===== src/rtl/des3_axil_slave_if.sv =====
// des3_axil_slave_if: AXI4-lite bus bundle between a master and the DES3 register slave.
interface des3_axil_slave_if #(
    parameter int ADDR_WIDTH = 32
);
    logic [ADDR_WIDTH-1:0] awaddr;
    logic                  awvalid;
    logic                  awready;
    logic [31:0]           wdata;
    logic [3:0]            wstrb;
    logic                  wvalid;
    logic                  wready;
    logic [1:0]            bresp;
    logic                  bvalid;
    logic                  bready;
    logic [ADDR_WIDTH-1:0] araddr;
    logic                  arvalid;
    logic                  arready;
    logic [31:0]           rdata;
    logic [1:0]            rresp;
    logic                  rvalid;
    logic                  rready;

    modport master (
        output awaddr, awvalid, wdata, wstrb, wvalid, bready, araddr, arvalid, rready,
        input  awready, wready, bresp, bvalid, arready, rdata, rresp, rvalid
    );

    modport slave (
        input  awaddr, awvalid, wdata, wstrb, wvalid, bready, araddr, arvalid, rready,
        output awready, wready, bresp, bvalid, arready, rdata, rresp, rvalid
    );
endinterface


===== src/rtl/des3_axil_slave.sv =====
// des3_axil_slave: AXI4-lite register front end for a DES3 core; define DES3_AXIL_ERR_RESP_EN for SLVERR on bad accesses.
module des3_axil_slave #(
    parameter int ADDR_WIDTH = 32,
    parameter int DATA_WIDTH = 32
) (
    input  logic                clk_i,
    input  logic                rst_i,
    des3_axil_slave_if.slave    bus,
    output logic [63:0]         key1_o,
    output logic [63:0]         key2_o,
    output logic [63:0]         key3_o,
    output logic [63:0]         des_in_o,
    output logic                decrypt_o,
    output logic                start_o,
    input  logic [63:0]         des_out_i,
    input  logic                out_valid_i
);
    if (DATA_WIDTH != 32) begin : g_dw_check
        $error("des3_axil_slave supports DATA_WIDTH = 32 only");
    end

    logic        aw_full_q, aw_full_d, w_full_q, w_full_d;
    logic [3:0]  aw_idx_q, aw_idx_d;
    logic [31:0] w_data_q, w_data_d;
    logic [3:0]  w_strb_q, w_strb_d;
    logic        bvalid_q, bvalid_d, rvalid_q, rvalid_d;
    logic [1:0]  bresp_q, bresp_d, rresp_q, rresp_d;
    logic [31:0] rdata_q, rdata_d;
    logic [63:0] key1_q, key1_d, key2_q, key2_d, key3_q, key3_d;
    logic [63:0] in_q, in_d, out_q, out_d;
    logic        dec_q, dec_d, done_q, done_d, busy_q, busy_d, start_q, start_d;
    logic [3:0]  ridx;
    logic        commit, start_hit, werr, rerr;
    logic [31:0] rmux;
    logic        unused_addr;

    assign unused_addr = ^{bus.awaddr[ADDR_WIDTH-1:6], bus.awaddr[1:0],
                           bus.araddr[ADDR_WIDTH-1:6], bus.araddr[1:0]};

    assign ridx      = bus.araddr[5:2];
    assign commit    = aw_full_q && w_full_q;
    assign start_hit = commit && aw_idx_q == 4'd8 && w_strb_q[0] && w_data_q[0] && !busy_q;

`ifdef DES3_AXIL_ERR_RESP_EN
    assign werr = aw_idx_q >= 4'd10 || (aw_idx_q == 4'd8 && busy_q);
    assign rerr = ridx >= 4'd13;
`else
    assign werr = 1'b0;
    assign rerr = 1'b0;
`endif

    assign bus.awready = !rst_i && !aw_full_q && !bvalid_q;
    assign bus.wready  = !rst_i && !w_full_q && !bvalid_q;
    assign bus.arready = !rst_i && !rvalid_q;
    assign bus.bvalid  = bvalid_q;
    assign bus.bresp   = bresp_q;
    assign bus.rvalid  = rvalid_q;
    assign bus.rresp   = rresp_q;
    assign bus.rdata   = rdata_q;

    assign key1_o    = key1_q;
    assign key2_o    = key2_q;
    assign key3_o    = key3_q;
    assign des_in_o  = in_q;
    assign decrypt_o = dec_q;
    assign start_o   = start_q;

    function automatic logic [31:0] merge(input logic [31:0] old, input logic [31:0] data,
                                          input logic [3:0] strb);
        logic [31:0] r;
        for (int i = 0; i < 4; i++) r[8*i+:8] = strb[i] ? data[8*i+:8] : old[8*i+:8];
        return r;
    endfunction

    // Read data mux over the register map, sampled at the AR handshake.
    always_comb begin
        case (ridx)
            4'd0:    rmux = key3_q[31:0];
            4'd1:    rmux = key3_q[63:32];
            4'd2:    rmux = key2_q[31:0];
            4'd3:    rmux = key2_q[63:32];
            4'd4:    rmux = key1_q[31:0];
            4'd5:    rmux = key1_q[63:32];
            4'd6:    rmux = in_q[31:0];
            4'd7:    rmux = in_q[63:32];
            4'd9:    rmux = {31'b0, dec_q};
            4'd10:   rmux = {31'b0, done_q};
            4'd11:   rmux = out_q[63:32];
            4'd12:   rmux = out_q[31:0];
            default: rmux = 32'b0;
        endcase
    end

    // Next state for the channel slots, register file and core handshake.
    always_comb begin
        aw_full_d = aw_full_q;
        aw_idx_d  = aw_idx_q;
        w_full_d  = w_full_q;
        w_data_d  = w_data_q;
        w_strb_d  = w_strb_q;
        bvalid_d  = bvalid_q;
        bresp_d   = bresp_q;
        rvalid_d  = rvalid_q;
        rresp_d   = rresp_q;
        rdata_d   = rdata_q;
        key1_d    = key1_q;
        key2_d    = key2_q;
        key3_d    = key3_q;
        in_d      = in_q;
        out_d     = out_q;
        dec_d     = dec_q;
        done_d    = done_q;
        busy_d    = busy_q;
        start_d   = start_hit;
        if (bus.awvalid && bus.awready) begin
            aw_full_d = 1'b1;
            aw_idx_d  = bus.awaddr[5:2];
        end
        if (bus.wvalid && bus.wready) begin
            w_full_d = 1'b1;
            w_data_d = bus.wdata;
            w_strb_d = bus.wstrb;
        end
        if (bus.bvalid && bus.bready) bvalid_d = 1'b0;
        if (commit) begin
            aw_full_d = 1'b0;
            w_full_d  = 1'b0;
            bvalid_d  = 1'b1;
            bresp_d   = werr ? 2'b10 : 2'b00;
            case (aw_idx_q)
                4'd0:    key3_d[31:0]  = merge(key3_q[31:0], w_data_q, w_strb_q);
                4'd1:    key3_d[63:32] = merge(key3_q[63:32], w_data_q, w_strb_q);
                4'd2:    key2_d[31:0]  = merge(key2_q[31:0], w_data_q, w_strb_q);
                4'd3:    key2_d[63:32] = merge(key2_q[63:32], w_data_q, w_strb_q);
                4'd4:    key1_d[31:0]  = merge(key1_q[31:0], w_data_q, w_strb_q);
                4'd5:    key1_d[63:32] = merge(key1_q[63:32], w_data_q, w_strb_q);
                4'd6:    in_d[31:0]    = merge(in_q[31:0], w_data_q, w_strb_q);
                4'd7:    in_d[63:32]   = merge(in_q[63:32], w_data_q, w_strb_q);
                4'd9:    dec_d         = w_strb_q[0] ? w_data_q[0] : dec_q;
                default: ;
            endcase
        end
        if (start_hit) begin
            busy_d = 1'b1;
            done_d = 1'b0;
        end
        if (out_valid_i && busy_q) begin
            out_d  = des_out_i;
            done_d = 1'b1;
            busy_d = 1'b0;
        end
        if (bus.rvalid && bus.rready) rvalid_d = 1'b0;
        if (bus.arvalid && bus.arready) begin
            rvalid_d = 1'b1;
            rdata_d  = rmux;
            rresp_d  = rerr ? 2'b10 : 2'b00;
        end
    end

    // State registers with synchronous reset clearing everything.
    always_ff @(posedge clk_i) begin
        if (rst_i) begin
            aw_full_q <= 1'b0;
            aw_idx_q  <= '0;
            w_full_q  <= 1'b0;
            w_data_q  <= '0;
            w_strb_q  <= '0;
            bvalid_q  <= 1'b0;
            bresp_q   <= '0;
            rvalid_q  <= 1'b0;
            rresp_q   <= '0;
            rdata_q   <= '0;
            key1_q    <= '0;
            key2_q    <= '0;
            key3_q    <= '0;
            in_q      <= '0;
            out_q     <= '0;
            dec_q     <= 1'b0;
            done_q    <= 1'b0;
            busy_q    <= 1'b0;
            start_q   <= 1'b0;
        end else begin
            aw_full_q <= aw_full_d;
            aw_idx_q  <= aw_idx_d;
            w_full_q  <= w_full_d;
            w_data_q  <= w_data_d;
            w_strb_q  <= w_strb_d;
            bvalid_q  <= bvalid_d;
            bresp_q   <= bresp_d;
            rvalid_q  <= rvalid_d;
            rresp_q   <= rresp_d;
            rdata_q   <= rdata_d;
            key1_q    <= key1_d;
            key2_q    <= key2_d;
            key3_q    <= key3_d;
            in_q      <= in_d;
            out_q     <= out_d;
            dec_q     <= dec_d;
            done_q    <= done_d;
            busy_q    <= busy_d;
            start_q   <= start_d;
        end
    end
endmodule


===== src/flat_wrapper.sv =====
// flat-port wrapper written by rule: the top's interface ports become plain ports
module des3_axil_slave_flat 
#(
    parameter int ADDR_WIDTH = 32,
    parameter int DATA_WIDTH = 32
)
  (clk_i, rst_i, key1_o, key2_o, key3_o, des_in_o, decrypt_o, start_o, des_out_i, out_valid_i, bus_awaddr, bus_awvalid, bus_wdata, bus_wstrb, bus_wvalid, bus_bready, bus_araddr, bus_arvalid, bus_rready, bus_awready, bus_wready, bus_bresp, bus_bvalid, bus_arready, bus_rdata, bus_rresp, bus_rvalid);
  des3_axil_slave_if #(.ADDR_WIDTH(ADDR_WIDTH)) bus_i ();
  input  logic clk_i;
  input  logic rst_i;
  output logic [63:0] key1_o;
  output logic [63:0] key2_o;
  output logic [63:0] key3_o;
  output logic [63:0] des_in_o;
  output logic decrypt_o;
  output logic start_o;
  input  logic [63:0] des_out_i;
  input  logic out_valid_i;
  input wire logic [$bits(bus_i.awaddr)-1:0] bus_awaddr;
  input wire logic [$bits(bus_i.awvalid)-1:0] bus_awvalid;
  input wire logic [$bits(bus_i.wdata)-1:0] bus_wdata;
  input wire logic [$bits(bus_i.wstrb)-1:0] bus_wstrb;
  input wire logic [$bits(bus_i.wvalid)-1:0] bus_wvalid;
  input wire logic [$bits(bus_i.bready)-1:0] bus_bready;
  input wire logic [$bits(bus_i.araddr)-1:0] bus_araddr;
  input wire logic [$bits(bus_i.arvalid)-1:0] bus_arvalid;
  input wire logic [$bits(bus_i.rready)-1:0] bus_rready;
  output wire logic [$bits(bus_i.awready)-1:0] bus_awready;
  output wire logic [$bits(bus_i.wready)-1:0] bus_wready;
  output wire logic [$bits(bus_i.bresp)-1:0] bus_bresp;
  output wire logic [$bits(bus_i.bvalid)-1:0] bus_bvalid;
  output wire logic [$bits(bus_i.arready)-1:0] bus_arready;
  output wire logic [$bits(bus_i.rdata)-1:0] bus_rdata;
  output wire logic [$bits(bus_i.rresp)-1:0] bus_rresp;
  output wire logic [$bits(bus_i.rvalid)-1:0] bus_rvalid;
  assign bus_i.awaddr = bus_awaddr;
  assign bus_i.awvalid = bus_awvalid;
  assign bus_i.wdata = bus_wdata;
  assign bus_i.wstrb = bus_wstrb;
  assign bus_i.wvalid = bus_wvalid;
  assign bus_i.bready = bus_bready;
  assign bus_i.araddr = bus_araddr;
  assign bus_i.arvalid = bus_arvalid;
  assign bus_i.rready = bus_rready;
  assign bus_awready = bus_i.awready;
  assign bus_wready = bus_i.wready;
  assign bus_bresp = bus_i.bresp;
  assign bus_bvalid = bus_i.bvalid;
  assign bus_arready = bus_i.arready;
  assign bus_rdata = bus_i.rdata;
  assign bus_rresp = bus_i.rresp;
  assign bus_rvalid = bus_i.rvalid;
  des3_axil_slave #(.ADDR_WIDTH(ADDR_WIDTH), .DATA_WIDTH(DATA_WIDTH)) u_core (.clk_i(clk_i), .rst_i(rst_i), .bus(bus_i), .key1_o(key1_o), .key2_o(key2_o), .key3_o(key3_o), .des_in_o(des_in_o), .decrypt_o(decrypt_o), .start_o(start_o), .des_out_i(des_out_i), .out_valid_i(out_valid_i));
endmodule

===== config.mk =====
export PLATFORM = sky130hd
export DESIGN_NAME = des3_axil_slave_flat
export DESIGN_NICKNAME = d
export VERILOG_FILES = /design/src/rtl/des3_axil_slave_if.sv /design/src/rtl/des3_axil_slave.sv /design/src/flat_wrapper.sv
export SDC_FILE = /design/constraint.sdc
export NUM_CORES = 1
export LEC_CHECK = 0
export ABC_AREA = 1
export BUFFER_PORTS_ARGS = -buffer_cell sky130_fd_sc_hd__buf_2
export CORE_ASPECT_RATIO = 0.6
export CORE_MARGIN = 2
export CORE_UTILIZATION = 47
export DETAILED_ROUTE_END_ITERATION = 7
export PLACE_DENSITY_LB_ADDON = 0.08
export SLEW_MARGIN = 20
export SYNTH_ARGS = -nofsm -noshare
export SYNTH_HDL_FRONTEND = slang
export SYNTH_SLANG_ARGS = --single-unit
export TNS_END_PERCENT = 10

===== constraint.sdc =====
create_clock -name clk_i -period 1.4 [get_ports clk_i]
set_input_delay 0.28 -clock clk_i [delete_from_list [all_inputs] [get_ports clk_i]]
set_output_delay 0.28 -clock clk_i [all_outputs]
set_load 0.01 [all_outputs]

==> flow_summary_export.csv, run 1 <==
group,metric,value,unit
critical_path,crit_required,1120,ps
timing,setup_violations,244,
yosys,async_flop_share,0,%
yosys,synth_ff_type,"dfxtp_1",
global_routing,grt_pass1_vias,16522,
cts,clock-root-buffer,"clkbuf_16",
outcome,status,"complete, but fails checks",
cts,clk_pin_slew_worst_paths,60,ps
timing,fin_setup_tns,-12630,ps
global_routing,grtUsageTotal,33.9,%
power_and_ir_drop,leakage,10.3,nW
power_and_ir_drop,switching_power,0.00588,W
yosys,synthesis.area,16900,µm²
floorplanning,ioPinCount,471,
yosys,synth_top_area_share,47.4,%
timing,fmax,617,MHz
yosys,yosysTopAreaCell,"dfxtp_1",
floorplanning,start_util,48.0,%
cts,tritoncts,"done",
critical_path,crit_family,"buffers and inverters",
timing,rsz0062_at_grt,"true",
critical_path,arrival,1340,ps
global_routing,grt_pass1_wl,98.3,mm
cts,cts_buffer_depth,3,
final_layout,syn2layout_area_growth,35.5,%
timing,maxSlewHeadroom,60.4,%
timing,slew_viol_final,0,
yosys,postSynthAreaPerCell,7.10,µm²
final_layout,nets,3026,
critical_path,worst-path-buf-inv,3,
cts,numCtsBuffers,38,
critical_path,slowest_stage,"dfxtp_2",
yosys,yosysSeqAreaShare,47.4,%
timing,setup_ws,-220,ps
global_routing,grt_max_degree,71,
critical_path,cp-end-kind,"output port",
critical_path,setup.worst_path.start_class,"register",
yosys,synth_edf_count,0,
timing,layout_min_cycle_time,1620,ps
yosys,yosysMostFrequentCell,"dfxtp_1",
critical_path,cpPeakStageDelay,330,ps
floorplanning,coreArea,35200,µm²
drt,wl_per_cell,20.0,µm
cts,cts.htree.levels,2,
floorplanning,row_count,53,
critical_path,critPathMostFrequentCell,"buf_6",
final_layout,drive_gt1_share,27.5,%
power_and_ir_drop,p_sw_share,24.2,%
timing,hold_violations,0,
cts,clock_latency,530,ps
worst_hold_path,hold_path_class,"primary input to register",
drt,drtPass1Iterations,6,
yosys,ys_ff_latch,400,
floorplanning,die_y,151,µm
floorplanning,die_w,249,µm
power_and_ir_drop,p_int,0.0184,W
global_routing,antenna_found_initial,7,
place,io_buffers,410,
timing,fin_crit_sh,116,%
power_and_ir_drop,irDropWorstVdd,0.000805,V
place,gp_congestion,0.936,
power_and_ir_drop,clock_power_share,44.7,%
place,hpwlAfterDp,48.3,mm
power_and_ir_drop,seqPwrFrac,48.0,%
yosys,yosys_warnings,0,
power_and_ir_drop,comb_power_share,7.4,%
power_and_ir_drop,p_per_area,1060,nW/µm²
timing,worstMarginPinSlew,592,ps
drt,vias,18515,
yosys,synthDistinctLibCells,22,
timing,worst_hold_slack,11.0,ps
drt,drcViolationCount,0,
yosys,synth_common_cells,"dfxtp_1, o21ai_0, nand2_1",
drt,drt_iter0_drc,1767,
global_routing,grt.overflow.total,0,
timing,clock_skew,13.6,ps
critical_path,worstPathCellList,"buf_6 -> nor3_4 -> buf_6 -> buf_6",
outcome,violations,"negative setup slack",
drt,drtAntennaViolNets,0,
critical_path,critical_path.max_fanout,2,
cts,clock-sinks,400,
yosys,synthCells,2381,
drt,totalWireLength,67.0,mm
floorplanning,dieArea,37600,µm²
critical_path,r2r_slack,-150,ps
drt,avgViaCountPerCell,5.52,
critical_path,critPathKind,"register to output port",
run,maxCapViolations,0,
yosys,synthTopCellsByArea,"dfxtp_1, o21ai_0, a21oi_1",
metrics by stage:
step | instance area, µm² | total power, W | utilization, % | cells | setup slack [ps]
after floorplan | 16900 | 0.0126 | - | 2384 | -66.3
after global placement | 20600 | 0.0134 | 58.5 | 3245 | -276
after detailed placement | 20600 | 0.0135 | 58.5 | 3245 | -290
after CTS | 22400 | 0.0242 | 63.6 | 3338 | -300
after global routing | 22900 | 0.0250 | 65.0 | 3354 | -281
final | 22900 | 0.0243 | 65.0 | 3355 | -220
cell type report:
| type | count | area [µm²] |
|---|---|---|
| fill | 3150 | 12300 |
| sequential | 400 | 8060 |
| multi-input combinational | 1560 | 7610 |
| timing repair buffer | 600 | 4350 |
| clock buffer | 55 | 1160 |
| inverter | 253 | 977 |
| tap | 467 | 584 |
| clock inverter | 12 | 144 |
| antenna | 7 | 17.5 |
| timing repair inverter | 1 | 5.00 |
state kept, by name, indices dropped and copies added, names as in the netlist:
register           flops
u_core.bus.rvalid      1
u_core.bus.rdata      32
u_core.start_o         1
u_core.out_q          64
u_core.aw_idx_q        4
u_core.key1_o         64
u_core.key2_o         64
u_core.busy_q          1
u_core.bus.bvalid      1
u_core.des_in_o       64
u_core.decrypt_o       1
u_core.w_strb_q        4
u_core.aw_full_q       1
u_core.w_full_q        1
u_core.w_data_q       32
u_core.done_q          1
u_core.key3_o         64
worst min-delay path: stages:
cell and delay (ps):
buf_2 80, o21ai_2 50, a21oi_1 100
power groups by stage:
stage / combinational (W) / sequential (W) / clock [W]
after detailed placement: 0.00157 / 0.0119 / 0
after global placement: 0.00155 / 0.0119 / 0
after global routing: 0.00190 / 0.0117 / 0.0114
after CTS: 0.00167 / 0.0116 / 0.0109
final: 0.00179 / 0.0117 / 0.0109
after floorplan: 0.000762 / 0.0118 / 0
path summary, 6_finish.rpt:
path              cells after the start              start                  end
setup / recovery                      4    u_core.w_full_q           bus_wready
hold / removal                        3      bus_wdata[18]  u_core.w_data_q[18]
setup reg to reg                      8    u_core.w_full_q    u_core.key2_o[62]
hold reg to reg                       2  u_core.key3_o[33]    u_core.key3_o[33]
repair_timing:
item	CTS	global route
hold buffers	21	0
pin swaps	3	5
setup buffers	5	4
gates cloned	1	6
endpoints found under the setup margin	277	323
endpoints found under the hold margin	21	0
resized for setup	108	273
logic make-up (layout without fill, tap and decap cells):
group | after synthesis | count (layout) | share of synthesized area [%]
other | 1 | 11 | 0.0222
flip-flops | 400 | 400 | 47.4
AND/OR/NAND/NOR | 877 | 877 | 22.0
AO/OA/AOI/OAI | 679 | 679 | 20.1
buffers and inverters | 424 | 921 | 10.5
cell usage in the layout, fill, tap and decap left out, drive strengths merged:
cell         netlist  routed
inv              252     251
o21ai            356     356
conb               1       4
a21oi            323     323
clkinvlp           0       2
clkinv             1      10
clkbuf            81      56
buf               90     578
nand2            340     340
nor2             227     227
dfxtp            400     400
nand3            302     302
bufinv             0       3
nor4               2       2
nor3               5       5
diode              0       7
dlygate4sd3        0      21
nand4              1       1
metal layers:
metal,global-route usage (%),wire [µm],up-vias
li1,-,-,8777
met1,46.1,28100,8658
met2,52.3,29600,950
met3,7.60,6910,130
met4,13.8,2420,0
met5,0,0,-
(Power assumes the default switching activity.)
==> inputs of run 2 (changes only) <==
--- a/config.mk
+++ b/config.mk
@@ -6,10 +6,10 @@
 export NUM_CORES = 1
 export LEC_CHECK = 0
 export ABC_AREA = 1
-export BUFFER_PORTS_ARGS = -buffer_cell sky130_fd_sc_hd__buf_2
+export BUFFER_PORTS_ARGS = -buffer_cell sky130_fd_sc_hd__buf_4
 export CORE_ASPECT_RATIO = 0.6
 export CORE_MARGIN = 2
-export CORE_UTILIZATION = 47
+export CORE_UTILIZATION = 40
 export DETAILED_ROUTE_END_ITERATION = 7
 export PLACE_DENSITY_LB_ADDON = 0.08
 export SLEW_MARGIN = 20
==> constraint.sdc (replaced) <==
create_clock -name clk_i -period 1.95 [get_ports clk_i]
set_input_delay 0.39 -clock clk_i [delete_from_list [all_inputs] [get_ports clk_i]]
set_output_delay 0.39 -clock clk_i [all_outputs]
set_load 0.01 [all_outputs]
==> flow_summary_export.csv, run 2 (synthesis results as in run 1) <==
group,metric,value,unit
outcome,status,"finished, final reports clean",
drt,drtPass1Iterations,7,
timing,setup_ws,109,ps
drt,wl_per_cell,19.6,µm
final_layout,final_area,22200,µm²
critical_path,slowest_stage,"dfxtp_1",
cts,clock-sinks,400,
cts,clock_latency,550,ps
timing,fin_crit_sh,94.4,%
critical_path,crit_required,1560,ps
critical_path,critical_path.max_fanout,8,
global_routing,grt_pass1_wl,97.6,mm
floorplanning,coreArea,41800,µm²
final_layout,final_common_cell,"buf_4",
final_layout,fillers,4109,
place,pre_cts_slack,109,ps
drt,dr_wl_met3,5.14,mm
final_layout,syn2layout_area_growth,31.0,%
timing,maxSlewHeadroom,63.3,%
floorplanning,start_util,40.5,%
final_layout,final_cell_count_no_fill,3345,
place,hpwlAfterDp,47.5,mm
critical_path,cpPeakStageDelay,330,ps
timing,hold_violations,0,
cts,post_cts_buffers,0,
floorplanning,dieArea,44000,µm²
place,io_buffers,410,
power_and_ir_drop,power,0.0172,W
critical_path,crit_family,"flip-flops",
global_routing,grtUsageTotal,28.7,%
drt,wl_met2,29.1,mm
cts,cts_buffer_depth,3,
floorplanning,die_y,163,µm
critical_path,arrival,1450,ps
cts,tritoncts,"done",
place,place_area,20900,µm²
critical_path,r2r_start,"u_core.w_full_q",
drt,topRoutingLayerUsed,"met4",
timing,setup_violations,0,
drt,drt_iter0_drc,1590,
final_layout,nets,2918,
drt,drtAntennaViolNets,0,
worst_hold_path,hold_path_class,"primary input to register",
timing,clock_skew,16.4,ps
critical_path,setup.worst_path.start_class,"register",
place,placedCellCount,3274,
drt,drcViolationCount,0,
floorplanning,die_w,269,µm
worst_hold_path,hold_path_startpoint,"bus_rready",
worst_hold_path,min_to,"u_core.bus.rvalid",
power_and_ir_drop,irDropWorstVdd,0.000468,V
power_and_ir_drop,leakage,9.57,nW
drt,vias,17527,
critical_path,timing.rr.end,"u_core.key2_o[36]",
critical_path,worst-path-buf-inv,2,
global_routing,grt_pass1_vias,16155,
timing,layout_min_cycle_time,1840,ps
floorplanning,row_count,58,
floorplanning,ioPinCount,471,
cts,clock-root-buffer,"clkbuf_16",
drt,drt-met1-wl,29.1,mm
critical_path,worstPathCellList,"nor3_2 -> buf_4 -> buf_4",
drt,totalWireLength,65.7,mm
timing,fmax,543,MHz
final_layout,most-common-layout-cells,"buf_4, dfxtp_1, o21ai_0",
global_routing,grt_max_degree,69,
cts,numCtsBuffers,40,
critical_path,critPathKind,"register to output port",
worst_hold_path,hold_depth,2,
critical_path,r2r_slack,110,ps
final_layout,drive_gt1_share,20.6,%
global_routing,grt.overflow.total,0,
cts,clk_pin_slew_worst_paths,70,ps
run,maxCapViolations,0,
critical_path,ff2ff_path_depth,6,
cts,cts.htree.levels,2,
timing,slew_viol_final,0,
power_and_ir_drop,p_per_area,778,nW/µm²
critical_path,cp-end-kind,"output port",
global_routing,antenna_found_initial,2,
timing,fin_setup_tns,0,ps
place,gp_congestion,0.921,
drt,avgViaCountPerCell,5.24,
critical_path,critPathMostFrequentCell,"buf_4",
timing,rsz0062_at_grt,"true",
timing,worstMarginPinSlew,551,ps
-- run 2: changes by cell type in the layout (fill, tap and decap cells not counted), sizes merged --
cell	previous run	this run
clkbuf	56	57
dlygate4sd3	21	0
inv	251	248
buf	578	491
clkinvlp	2	4
diode	7	2
-- run 2: per-layer routing --
metal | vias to the layer above | GRT usage [%]
li1 | 8536 | -
met1 | 8192 | 39.7
met2 | 682 | 44.8
met3 | 117 | 5.07
met4 | 0 | 11.2
met5 | - | 0
-- run 2: repair_timing --
| item | in CTS | in global routing |
|---|---|---|
| hold buffers | 0 | 0 |
| resized for setup | 0 | 3 |
| endpoints found under the hold margin | 0 | 0 |
| endpoints found under the setup margin | 0 | 22 |
-- run 2: worst reg2reg max path, cell delays in order (launching register included) --
cell	delay (ps)
dfxtp_1	380
nand2_2	170
nor3_2	370
nand3_1	290
clkinvlp_4	300
o21ai_0	120
a21oi_1	140
-- run 2: area by class of cell --
class                           count  area [µm²]  share of cell area [%]
Antenna cell                        2        5.00                  0.0226
Clock buffer                       57        1150                    5.17
Clock inverter                     12         138                   0.621
Inverter                          253         968                    4.37
Multi-Input combinational cell   1560        7190                    32.5
Sequential cell                   400        8010                    36.1
Tap cell                          570         713                    3.22
Timing Repair Buffer              491        3990                    18.0
-- run 2: through the flow --
stage | hold WS, ps | utilization, %
after global routing | 52.8 | 53.0
after CTS | 28.3 | 53.0
after floorplan | 454 | -
after global placement | 446 | 49.9
final | 43.3 | 53.0
after detailed placement | 452 | 49.9
-- run 2: power breakdown --
group	internal (W)	total, W	switching (W)
combinational	0.000389	0.00109	0.000700
clock	0.00448	0.00779	0.00331
sequential	0.00823	0.00836	0.000127
total	0.0131	0.0172	0.00414
-- run 2: worst max path at each step --
stage / cells after the start / slack, ps / to / from
3_5_place_dp: 6 / 110 / u_core.key2_o[36] / u_core.w_full_q
4_1_cts: 3 / 90 / bus_wready / u_core.w_full_q
6_report: 3 / 110 / bus_wready / u_core.w_full_q
3_3_place_gp: 10 / 140 / u_core.bus.rdata[31] / bus_araddr[2]
2_1_floorplan: 7 / 270 / u_core.w_data_q[28] / rst_i
5_1_grt: 8 / -30 / u_core.key3_o[6] / u_core.w_full_q
